**src/rtl/gin_leak_sequencer_if.sv**
```systemverilog
// Bus between the gin leak sequencer and its gin memory, leak unit and controller.
// Master side is the sequencer; slave side is the surrounding datapath.
interface gin_leak_sequencer_if #(
    parameter int INTEGER_WIDTH   = 32,
    parameter int DATA_WIDTH_FRAC = 32,
    parameter int DATA_WIDTH      = INTEGER_WIDTH + DATA_WIDTH_FRAC,
    parameter int DELTAT_WIDTH    = 4,
    parameter int ADDR_WIDTH      = 8
);
    logic                     Start;
    logic [ADDR_WIDTH:0]      NeuronCount;
    logic [DELTAT_WIDTH-1:0]  DeltaT;
    logic [INTEGER_WIDTH-1:0] Taugin;

    logic                     RdEn;
    logic [ADDR_WIDTH-1:0]    RdAddr;
    logic [DATA_WIDTH-1:0]    RdData;

    logic [DATA_WIDTH-1:0]    LeakGin;
    logic [DELTAT_WIDTH-1:0]  LeakDeltaT;
    logic [INTEGER_WIDTH-1:0] LeakTaugin;
    logic [DATA_WIDTH-1:0]    LeakGinOut;

    logic                     WrEn;
    logic [ADDR_WIDTH-1:0]    WrAddr;
    logic [DATA_WIDTH-1:0]    WrData;

    logic                     Busy;
    logic                     Done;
    logic                     Error;

    modport master (
        input  Start, NeuronCount, DeltaT, Taugin, RdData, LeakGinOut,
        output RdEn, RdAddr, LeakGin, LeakDeltaT, LeakTaugin,
               WrEn, WrAddr, WrData, Busy, Done, Error
    );

    modport slave (
        output Start, NeuronCount, DeltaT, Taugin, RdData, LeakGinOut,
        input  RdEn, RdAddr, LeakGin, LeakDeltaT, LeakTaugin,
               WrEn, WrAddr, WrData, Busy, Done, Error
    );
endinterface

```
**src/rtl/gin_leak_sequencer.sv**
```systemverilog
// Sweeps the gin leak over NeuronCount neurons: read, capture, write back, 3 cycles each.
// Optional GIN_LEAK_SIGN_CLAMP_EN zeroes write-back when the leak overshoots through zero.
module gin_leak_sequencer #(
    parameter int INTEGER_WIDTH   = 32,
    parameter int DATA_WIDTH_FRAC = 32,
    parameter int DATA_WIDTH      = INTEGER_WIDTH + DATA_WIDTH_FRAC,
    parameter int DELTAT_WIDTH    = 4,
    parameter int ADDR_WIDTH      = 8
) (
    input  logic                  Clock,
    input  logic                  Reset,
    gin_leak_sequencer_if.master  bus
);
    typedef enum logic [2:0] {IDLE, READ, CAPTURE, WRITE, DONE} state_t;

    state_t                   state_q, state_d;
    logic [ADDR_WIDTH-1:0]    idx_q, idx_d;
    logic [ADDR_WIDTH:0]      count_q, count_d;
    logic [DELTAT_WIDTH-1:0]  dt_q, dt_d;
    logic [INTEGER_WIDTH-1:0] tau_q, tau_d;
    logic [DATA_WIDTH-1:0]    gin_q, gin_d;

    // Extra bit so a full 2^ADDR_WIDTH sweep terminates instead of wrapping.
    logic [ADDR_WIDTH:0]      idx_next;
    logic [DATA_WIDTH-1:0]    wr_data;

    assign idx_next = {1'b0, idx_q} + (ADDR_WIDTH+1)'(1);

`ifdef GIN_LEAK_SIGN_CLAMP_EN
    always_comb begin
        wr_data = bus.LeakGinOut;
        if ((bus.LeakGinOut != '0) && (bus.LeakGinOut[DATA_WIDTH-1] != gin_q[DATA_WIDTH-1]))
            wr_data = '0;
    end
`else
    assign wr_data = bus.LeakGinOut;
`endif

    always_ff @(posedge Clock or negedge Reset) begin
        if (!Reset) begin
            state_q <= IDLE;
            idx_q   <= '0;
            count_q <= '0;
            dt_q    <= '0;
            tau_q   <= '0;
            gin_q   <= '0;
        end else begin
            state_q <= state_d;
            idx_q   <= idx_d;
            count_q <= count_d;
            dt_q    <= dt_d;
            tau_q   <= tau_d;
            gin_q   <= gin_d;
        end
    end

    always_comb begin
        state_d   = state_q;
        idx_d     = idx_q;
        count_d   = count_q;
        dt_d      = dt_q;
        tau_d     = tau_q;
        gin_d     = gin_q;
        bus.RdEn  = 1'b0;
        bus.WrEn  = 1'b0;
        bus.Done  = 1'b0;
        bus.Error = 1'b0;
        unique case (state_q)
            IDLE: begin
                if (bus.Start) begin
                    count_d = bus.NeuronCount;
                    dt_d    = bus.DeltaT;
                    tau_d   = bus.Taugin;
                    idx_d   = '0;
                    state_d = ((bus.NeuronCount != '0) && (bus.Taugin != '0)) ? READ : DONE;
                end
            end
            READ: begin
                bus.RdEn = 1'b1;
                state_d  = CAPTURE;
            end
            CAPTURE: begin
                gin_d   = bus.RdData;
                state_d = WRITE;
            end
            WRITE: begin
                bus.WrEn = 1'b1;
                if (idx_next < count_q) begin
                    idx_d   = idx_next[ADDR_WIDTH-1:0];
                    state_d = READ;
                end else begin
                    state_d = DONE;
                end
            end
            DONE: begin
                bus.Done  = 1'b1;
                bus.Error = (tau_q == '0);
                state_d   = IDLE;
            end
            default: state_d = IDLE;
        endcase
    end

    assign bus.Busy       = (state_q != IDLE);
    assign bus.RdAddr     = idx_q;
    assign bus.WrAddr     = idx_q;
    assign bus.WrData     = wr_data;
    assign bus.LeakGin    = gin_q;
    assign bus.LeakDeltaT = dt_q;
    assign bus.LeakTaugin = tau_q;
endmodule

```
**src/flat_wrapper.sv**
```systemverilog
// flat-port wrapper written by rule: the top's interface ports become plain ports
module gin_leak_sequencer_flat 
#(
    parameter int INTEGER_WIDTH   = 32,
    parameter int DATA_WIDTH_FRAC = 32,
    parameter int DATA_WIDTH      = INTEGER_WIDTH + DATA_WIDTH_FRAC,
    parameter int DELTAT_WIDTH    = 4,
    parameter int ADDR_WIDTH      = 8
)
  (Clock, Reset, bus_Start, bus_NeuronCount, bus_DeltaT, bus_Taugin, bus_RdData, bus_LeakGinOut, bus_RdEn, bus_RdAddr, bus_LeakGin, bus_LeakDeltaT, bus_LeakTaugin, bus_WrEn, bus_WrAddr, bus_WrData, bus_Busy, bus_Done, bus_Error);
  gin_leak_sequencer_if #(.INTEGER_WIDTH(INTEGER_WIDTH), .DATA_WIDTH_FRAC(DATA_WIDTH_FRAC), .DATA_WIDTH(DATA_WIDTH), .DELTAT_WIDTH(DELTAT_WIDTH), .ADDR_WIDTH(ADDR_WIDTH)) bus_i ();
  input  logic Clock;
  input  logic Reset;
  input wire logic [$bits(bus_i.Start)-1:0] bus_Start;
  input wire logic [$bits(bus_i.NeuronCount)-1:0] bus_NeuronCount;
  input wire logic [$bits(bus_i.DeltaT)-1:0] bus_DeltaT;
  input wire logic [$bits(bus_i.Taugin)-1:0] bus_Taugin;
  input wire logic [$bits(bus_i.RdData)-1:0] bus_RdData;
  input wire logic [$bits(bus_i.LeakGinOut)-1:0] bus_LeakGinOut;
  output wire logic [$bits(bus_i.RdEn)-1:0] bus_RdEn;
  output wire logic [$bits(bus_i.RdAddr)-1:0] bus_RdAddr;
  output wire logic [$bits(bus_i.LeakGin)-1:0] bus_LeakGin;
  output wire logic [$bits(bus_i.LeakDeltaT)-1:0] bus_LeakDeltaT;
  output wire logic [$bits(bus_i.LeakTaugin)-1:0] bus_LeakTaugin;
  output wire logic [$bits(bus_i.WrEn)-1:0] bus_WrEn;
  output wire logic [$bits(bus_i.WrAddr)-1:0] bus_WrAddr;
  output wire logic [$bits(bus_i.WrData)-1:0] bus_WrData;
  output wire logic [$bits(bus_i.Busy)-1:0] bus_Busy;
  output wire logic [$bits(bus_i.Done)-1:0] bus_Done;
  output wire logic [$bits(bus_i.Error)-1:0] bus_Error;
  assign bus_i.Start = bus_Start;
  assign bus_i.NeuronCount = bus_NeuronCount;
  assign bus_i.DeltaT = bus_DeltaT;
  assign bus_i.Taugin = bus_Taugin;
  assign bus_i.RdData = bus_RdData;
  assign bus_i.LeakGinOut = bus_LeakGinOut;
  assign bus_RdEn = bus_i.RdEn;
  assign bus_RdAddr = bus_i.RdAddr;
  assign bus_LeakGin = bus_i.LeakGin;
  assign bus_LeakDeltaT = bus_i.LeakDeltaT;
  assign bus_LeakTaugin = bus_i.LeakTaugin;
  assign bus_WrEn = bus_i.WrEn;
  assign bus_WrAddr = bus_i.WrAddr;
  assign bus_WrData = bus_i.WrData;
  assign bus_Busy = bus_i.Busy;
  assign bus_Done = bus_i.Done;
  assign bus_Error = bus_i.Error;
  gin_leak_sequencer #(.INTEGER_WIDTH(INTEGER_WIDTH), .DATA_WIDTH_FRAC(DATA_WIDTH_FRAC), .DATA_WIDTH(DATA_WIDTH), .DELTAT_WIDTH(DELTAT_WIDTH), .ADDR_WIDTH(ADDR_WIDTH)) u_core (.Clock(Clock), .Reset(Reset), .bus(bus_i));
endmodule
```
**config.mk**
```make
export PLATFORM = sky130hd
export DESIGN_NAME = gin_leak_sequencer_flat
export DESIGN_NICKNAME = d
export VERILOG_FILES = /design/src/rtl/gin_leak_sequencer_if.sv /design/src/rtl/gin_leak_sequencer.sv /design/src/flat_wrapper.sv
export SDC_FILE = /design/constraint.sdc
export NUM_CORES = 1
export LEC_CHECK = 0
export ABC_AREA = 1
export ABC_CLOCK_PERIOD_IN_PS = 2530
export CORE_AREA = 2 2 142 144
export DETAILED_ROUTE_END_ITERATION = 6
export DIE_AREA = 0 0 144 146
export DONT_BUFFER_PORTS = 1
export GPL_TIMING_DRIVEN = 0
export PLACE_DENSITY = 0.48
export SLEW_MARGIN = 20
export SYNTH_ARGS = -nofsm -noshare
export SYNTH_HDL_FRONTEND = slang
export SYNTH_SLANG_ARGS = --single-unit
```
**constraint.sdc**
```tcl
create_clock -name Clock -period 2.53 [get_ports Clock]
set_input_delay 0.3795 -clock Clock [delete_from_list [all_inputs] [get_ports Clock]]
set_output_delay 0.3795 -clock Clock [all_outputs]
set_load 0.05 [all_outputs]
```
==> summary.md, run 1 <==
| Metric | Value |
|---|---|
| Critical path buffers and inverters | `1` |
| FFs w/ async S/R, synth | `100.0%` |
| Chip width | `between 100 and 150 µm` |
| Total CTS buffers | `17` |
| Hold crit path type | `in2async` |
| Worst path cell trace | `nor2_2 > inv_2 > nor2_4 > nand2_2 > nor4_4` |
| DR WL/cell | `roughly 18 µm` |
| Critical Path RT | `2.15 ns` |
| Power per standard cell area | `1764 nW/µm²` |
| Worst slew margin | `approximately 34%` |
| Vias per inst | `4.607` |
| FP Rows | `51` |
| Pre-antenna DRT Iters | `4` |
| Sequential power share | `54.0%` |
| WHS | `-0.3430 ns` |
| Slowest stage delay, CP | `about 0.59 ns` |
| Fmax | `a little over 400 MHz` |
| IO Count | `361` |
| Post-Route Utilization | `a little over a third` |
| DR top layer | `met4` |
| First-pass GRT wire length | `21100 µm` |
| Register-to-register setup slack | `~0.19 ns` |
| Hold Vio Cnt, Final | `120` |
| Clk buf depth | `2` |
| Final ANT Viol Nets | `0` |
| Worst r2r src | `u_core.bus.RdAddr[3]` |
| Combinational share of power | `27.1%` |
| Critical path type | `reg2out` |
| Slowest CP cell | `nor4_4` |
| CTS tree | `built` |
| Grt ovf | `0` |
| Total Routing Usage GR | `a little over an eighth` |
| Sw Pwr | `about 0.0063 W` |
| Number of DRC markers in iteration 0 | `roughly 110` |
| Commonest cells in the netlist | `dfrtp_1, mux2_4, buf_4, nor2_1, nand2_1` |
| Worst-Skew Late Latency | `0.41 ns` |
| Die area | `21020 µm²` |
| Reg2reg end | `u_core.bus.RdAddr[2]` |
| Yosys reg bits | `120` |
| Final instance area | `7086 µm²` |
| Clk pwr share | `roughly a fifth` |
| Worst-margin pin slew | `slightly below 1 ns` |
| Critical Path Start Type | `flop` |
| DR vias | `between 3000 and 4000` |
| Unrepaired setup endpoints after global routing | `true` |
| Initial Util | `31.06%` |
| GP Congestion | `roughly 0.83` |
| Port buffer count | `0` |
| Post-route DRC | `0` |
| Failing checks | `hold timing` |
| Number of distinct library cells after synthesis | `22` |
| Setup Skew | `0.007627 ns` |
| Final min period | `2.467 ns` |
| CP Capture Type | `primary output` |
| Place WS | `-0.3752 ns` |
| DR WL met3 | `1936 µm` |
| Leakage | `between 3 and 4 nW` |
| Number of max-cap violations | `0` |
| Die Y | `about 150 µm` |
| Dpl hpwl | `roughly 11000 µm` |
| Period Utilization, post-route | `just under 100%` |
| R2r worst-path depth | `12` |
| Synth area leader | `dfrtp_1` |
| Met2 WL post-DR | `7296 µm` |
| Cell Area, Synth | `~6000 µm²` |
| Fin nets | `around 700` |
| Sequential fraction of the synthesis area | `between 50% and 60%` |
| Result of the run | `finished, violations left` |
| Worst-path fanout max | `2` |
| Area after DPL | `6355 µm²` |
| Slew Viols, Final | `0` |
| Htree depth | `4` |
| P_int | `0.006176 W` |
| Final setup fails | `0` |
| Top_reg_cell synth | `dfrtp_1` |
| Synth Instances | `495` |
| Synthesis-to-finish area growth | `18.00%` |
| Crit path DAT | `roughly 2.1 ns` |
| Delay-heaviest family, CP | `simple AND/OR/NAND/NOR gates` |
| Met1 WL | `between 5000 and 6000 µm` |
| Worst vdd ir | `slightly below 700 µV` |
| Most numerous cell in the Yosys netlist | `dfrtp_1` |
| Post-Route WL | `~15000 µm` |
| Area share of the largest cell type after synthesis | `about half` |
| Post-Syn Area per Cell | `roughly 12 µm²` |
| Core area | `around 19000 µm²` |
| Clk root buf | `clkbuf_16` |
| Antenna cells | `0` |
| Largest net degree at the start of global routing | `121` |
| Net Sw Frac | `50.60%` |
| Number of synthesized flops with an enable pin | `0` |
| PnR worst setup slack | `0.06292 ns` |
| Crit. Startpoint | `u_core.state_q[1]` |
| Num Clock Sinks | `between 100 and 150` |
| Setup tns final | `0 ns` |
| Reg clk slew, reported paths | `approximately 0.060 ns` |
| Net count after synthesis | `a little under 700` |
| Synth warnings | `0` |
| Synth area leaders | `dfrtp_1, mux2_4, buf_4, mux2_2, nor2_1` |
| Share of layout cells above drive strength 1 | `between 40% and 50%` |
| Initial antenna violation count | `0` |
| Vias in the first global route | `3851` |
-- area by class of cell --
class                   count  area (µm²)
well taps                 265       331.6
repair buffers              4       30.03
plain buffers              85       668.1
multi-input cells         262        2336
clock buffers              17       425.4
fillers                  1861       12250
flip-flops and latches    120        3035
clock inverters            14       150.1
inverters                  29       108.9
-- power by group through the flow --
stage	registers, W	logic (W)	clock network, W
finish	0.00674	0.00339	0.00237
global route	0.00690	0.00365	0.00253
CTS	0.00674	0.00339	0.00243
detailed placement	0.00675	0.00332	0
global placement	0.00673	0.00324	0
floorplan	0.00643	0.00293	0
-- placed cells by master, fill, tap and decap left out, types with 5 or more instances in the layout --
| cell | instances |
|---|---|
| dfrtp_1 | 100 |
| nand3_1 | 11 |
| ha_1 | 7 |
| buf_6 | 10 |
| clkbuf_16 | 17 |
| o21ai_0 | 5 |
| inv_1 | 25 |
| dfrtp_2 | 17 |
| nor2_1 | 56 |
| nand2_1 | 35 |
| xor2_1 | 5 |
| nand2_2 | 6 |
| nand4_1 | 7 |
| a21oi_1 | 11 |
| buf_4 | 76 |
| mux2_2 | 26 |
| mux2_4 | 75 |
-- state kept, by name, indices dropped and copies added, names as in the netlist --
register / count
u_core.bus.LeakGin: 64
u_core.bus.LeakTaugin: 32
u_core.count_q: 9
u_core.bus.RdAddr: 8
u_core.bus.LeakDeltaT: 4
u_core.state_q: 3
-- worst reg2reg max path, stage by stage (launching register included) --
cell and delay [ns]:
dfrtp_2 0.62, nand2_1 0.12, nor3_1 0.14, nand2_1 0.08, xor2_1 0.21, ha_1 0.28, nand2_2 0.09, inv_1 0.06
a21oi_4 0.18, nand4_4 0.16, nand2_4 0.16, nor2_1 0.05, nor2_1 0.11
-- timing repair --
action                                 4_1_cts  5_1_grt
pin swaps                                    4        8
resized for setup                           24       17
setup buffers                                2        2
endpoints found under the hold margin      120      120
setup endpoints to repair                   11       10
gates cloned                                 0        1
-- worst max path at each step --
stage,end,cells past startpoint
after CTS,bus_Error,5
after global placement,u_core.bus.RdAddr[2],14
after global routing,bus_Error,5
after floorplan,u_core.bus.RdAddr[2],14
final,bus_Error,5
after detailed placement,u_core.bus.RdAddr[4],14
-- kinds of logic after synthesis --
| logic type | Yosys count | synth area share (%) |
|---|---|---|
| flip-flops | 120 | 50.01 |
| XOR/XNOR | 5 | 0.7293 |
| multiplexers | 101 | 23.63 |
| buffers and inverters | 114 | 12.94 |
| AND/OR/NAND/NOR | 128 | 9.314 |
| adder cells (fa/ha/maj) | 9 | 1.875 |
| AO/OA/AOI/OAI | 18 | 1.500 |
-- per-stage QoR --
step | std cells | power [W]
finish | 796 | 0.01250
global route | 796 | 0.01308
floorplan | 495 | 0.009362
CTS | 793 | 0.01256
global placement | 760 | 0.009976
detailed placement | 760 | 0.01007
-- per-layer routing --
metal / track usage, % / vias up
met3: 6.713 / 18
met2: 22.90 / 252
met5: 0 / -
met1: 13.10 / 1781
li1: - / 1616
met4: 5.686 / 0
Note: power is estimated with default switching activity, not from simulation.
==> inputs of run 2 (changes only) <==
--- a/config.mk
+++ b/config.mk
@@ -6,7 +6,7 @@
 export NUM_CORES = 1
 export LEC_CHECK = 0
 export ABC_AREA = 1
-export ABC_CLOCK_PERIOD_IN_PS = 2530
+export ABC_CLOCK_PERIOD_IN_PS = 2500
 export CORE_AREA = 2 2 142 144
 export DETAILED_ROUTE_END_ITERATION = 6
 export DIE_AREA = 0 0 144 146
==> constraint.sdc (replaced) <==
create_clock -name Clock -period 2.5 [get_ports Clock]
set_input_delay 0.375 -clock Clock [delete_from_list [all_inputs] [get_ports Clock]]
set_output_delay 0.375 -clock Clock [all_outputs]
set_load 0.05 [all_outputs]
==> summary.md, run 2 (synthesized netlist as in run 1, its figures left out) <==
| Metric | Value |
|---|---|
| Worst vdd ir | `676.6 µV (-1.9%)` |
| Post-Route WL | `14800 µm (+0.87%)` |
| Worst slew margin | `35.00% (+0.60 points)` |
| FP Rows | `51 (unchanged)` |
| Vias per inst | `4.546 (-1.3%)` |
| Unrepaired setup endpoints after global routing | `true` |
| Hold crit path type | `in2async` |
| Period Utilization, post-route | `a little under 100%` |
| Failing checks | `hold timing` |
| Crit path DAT | `2.09 ns (about the same)` |
| Synthesis-to-finish area growth | `18.67%` |
| Total Routing Usage GR | `13.72% (+0.54 points)` |
| CTS tree | `built` |
| Critical path type | `reg2out` |
| Worst-margin pin slew | `0.9714 ns (-0.008904 ns)` |
| Sequential power share | `53.3% (-0.7 points)` |
| Power per standard cell area | `1797 nW/µm² (+1.8%)` |
| Grt ovf | `0 (unchanged)` |
| DR WL/cell | `18.57 µm (+0.74%)` |
| Critical Path Start Type | `flop` |
| Final min period | `2.467 ns` |
| Die Y | `146 µm (unchanged)` |
| Port buffer count | `0 (unchanged)` |
| Worst-Skew Late Latency | `0.42 ns (about the same)` |
| Power Total | `0.01280 W (+2.4%)` |
| P_int | `0.006380 W (+3.3%)` |
| Reg clk slew, reported paths | `0.06 ns (about the same)` |
| Largest net degree at the start of global routing | `121 (unchanged)` |
| Clk root buf | `clkbuf_16` |
| Final ANT Viol Nets | `0 (unchanged)` |
| DR vias | `3623 (-1.2%)` |
| Slew Viols, Final | `0 (unchanged)` |
| Sw Pwr | `0.006422 W (+1.5%)` |
| Post-route DRC | `0 (unchanged)` |
| GP Congestion | `0.8172 (-1.4%)` |
| Hold Vio Cnt, Final | `120 (unchanged)` |
| Fmax | `between 400 and 500 MHz` |
| Max reg flops | `64 (unchanged)` |
| Pre-antenna DRT Iters | `4 (unchanged)` |
| IO Count | `361 (unchanged)` |
| Clk pwr share | `19.9% (+1.0 points)` |
| Critical Path RT | `2.12 ns (-0.03 ns)` |
| Delay-heaviest family, CP | `simple AND/OR/NAND/NOR gates` |
| Commonest non-fill, non-tap cell in the layout | `dfrtp_1` |
| Share of layout cells above drive strength 1 | `51.13% (+1.2 points)` |
| Core area | `19330 µm² (unchanged)` |
| Number of DRC markers in iteration 0 | `98 (-12%)` |
| Dpl hpwl | `11050 µm (-0.15%)` |
| Final setup fails | `0 (unchanged)` |
| Most frequent cells in the layout | `dfrtp_1, buf_4, mux2_4` |
| Area after DPL | `6356 µm² (about the same)` |
| Antenna cells | `0 (unchanged)` |
| Fin nets | `704 (unchanged)` |
| Final instance area | `7126 µm² (+0.56%)` |
| Num Clock Sinks | `120 (unchanged)` |
| Setup Skew | `0.007490 ns (-0.0001366 ns)` |
| CP Capture Type | `primary output` |
| Net Sw Frac | `50.16% (-0.44 points)` |
| Combinational share of power | `26.8% (-0.3 points)` |
| Result of the run | `finished, violations left` |
| Clk buf depth | `2 (unchanged)` |
| WHS | `-0.3535 ns (-0.01046 ns)` |
| Initial Util | `31.06% (unchanged)` |
| Total CTS buffers | `17 (unchanged)` |
| Worst path cell trace | `nor2_1 > nand4_1 > nor4_4` |
| Number of max-cap violations | `0 (unchanged)` |
| Slowest CP cell | `nor4_4` |
| Worst-path fanout max | `3 (+1)` |
| Htree depth | `4 (unchanged)` |
| Chip width | `144 µm (unchanged)` |
| Critical path buffers and inverters | `0 (-1)` |
| Slowest stage delay, CP | `0.76 ns (+0.17 ns)` |
| First-pass GRT wire length | `21890 µm (+3.8%)` |
| Die area | `21020 µm² (unchanged)` |
| Vias in the first global route | `3896 (+1.2%)` |
| Initial antenna violation count | `0 (unchanged)` |
| Leakage | `3.452 nW (+0.22%)` |
==> run 2: per-layer routing <==
layer	up-vias	track usage (%)	part of all wire, %
met5	-	0	0
met4	0	6.078	2.0
met3	22	6.318	12
met2	232	23.43	50
met1	1751	14.35	36
li1	1618	-	-
==> run 2: cell type report <==
class                           count  area, µm²
Fill cell                        1893      12210
Multi-Input combinational cell    262       2336
Timing Repair Buffer                4      30.03
Inverter                           29      108.9
Clock buffer                       18      429.2
Buffer                             85      668.1
Tap cell                          265      331.6
Clock inverter                     14      175.2
Sequential cell                   120       3047
==> run 2: worst paths after layout <==
check / start / slack, ns / depth (start not counted) / endpoint
setup / recovery: u_core.bus.LeakTaugin[1] / 0.03 / 3 / bus_Error
hold / removal: Reset / -0.35 / 0 / u_core.bus.LeakGin[1]
setup reg to reg: u_core.bus.RdAddr[0] / 0.15 / 14 / u_core.bus.RdAddr[4]
hold reg to reg: u_core.count_q[2] / 0.52 / 2 / u_core.count_q[2]
max in group asynchronous: Reset / 2.70 / 0 / u_core.bus.LeakTaugin[24]
min in group Clock: bus_RdData[48] / 0.10 / 1 / u_core.bus.LeakGin[48]
==> run 2: power by group through the flow <==
stage	Clock, W	Combinational, W	Sequential, W
global route	0.00273	0.00373	0.00699
global placement	0	0.00328	0.00682
floorplan	0	0.00297	0.00651
detailed placement	0	0.00335	0.00684
CTS	0.00261	0.00343	0.00682
finish	0.00254	0.00344	0.00682
==> run 2: timing repair <==
action                                  4_1_cts  5_1_grt
gates resized for setup                      24       23
setup buffers                                 3        1
endpoints found under the hold margin       120      120
gates cloned                                  0        1
pin swaps                                     5        9
endpoints found under the setup margin       11       11
==> run 2: stage by stage <==
step / cells / setup TNS, ns / utilization (%) / setup slack, ns / hold slack (ns)
5_1_grt: 797 / -0.05486 / 36.85 / -0.05486 / -0.3871
2_1_floorplan: 495 / 0 / - / 0.04416 / 0.07941
3_3_place_gp: 760 / -2.115 / 32.86 / -0.3296 / 0.08216
4_1_cts: 795 / -0.01079 / 36.39 / -0.01079 / -0.3797
3_5_place_dp: 760 / -2.181 / 32.87 / -0.2836 / 0.08207
6_report: 797 / 0 / 36.85 / 0.03289 / -0.3535
==> run 2: worst reg2reg max path, delay by kind of cell (launching register included) <==
| family | cells | cell delay (ns) |
|---|---|---|
| AO/OA/AOI/OAI | 1 | 0.22 |
| adder cells (fa/ha/maj) | 2 | 0.40 |
| buffers and inverters | 2 | 0.15 |
| flip-flops | 1 | 0.57 |
| AND/OR/NAND/NOR | 9 | 0.95 |
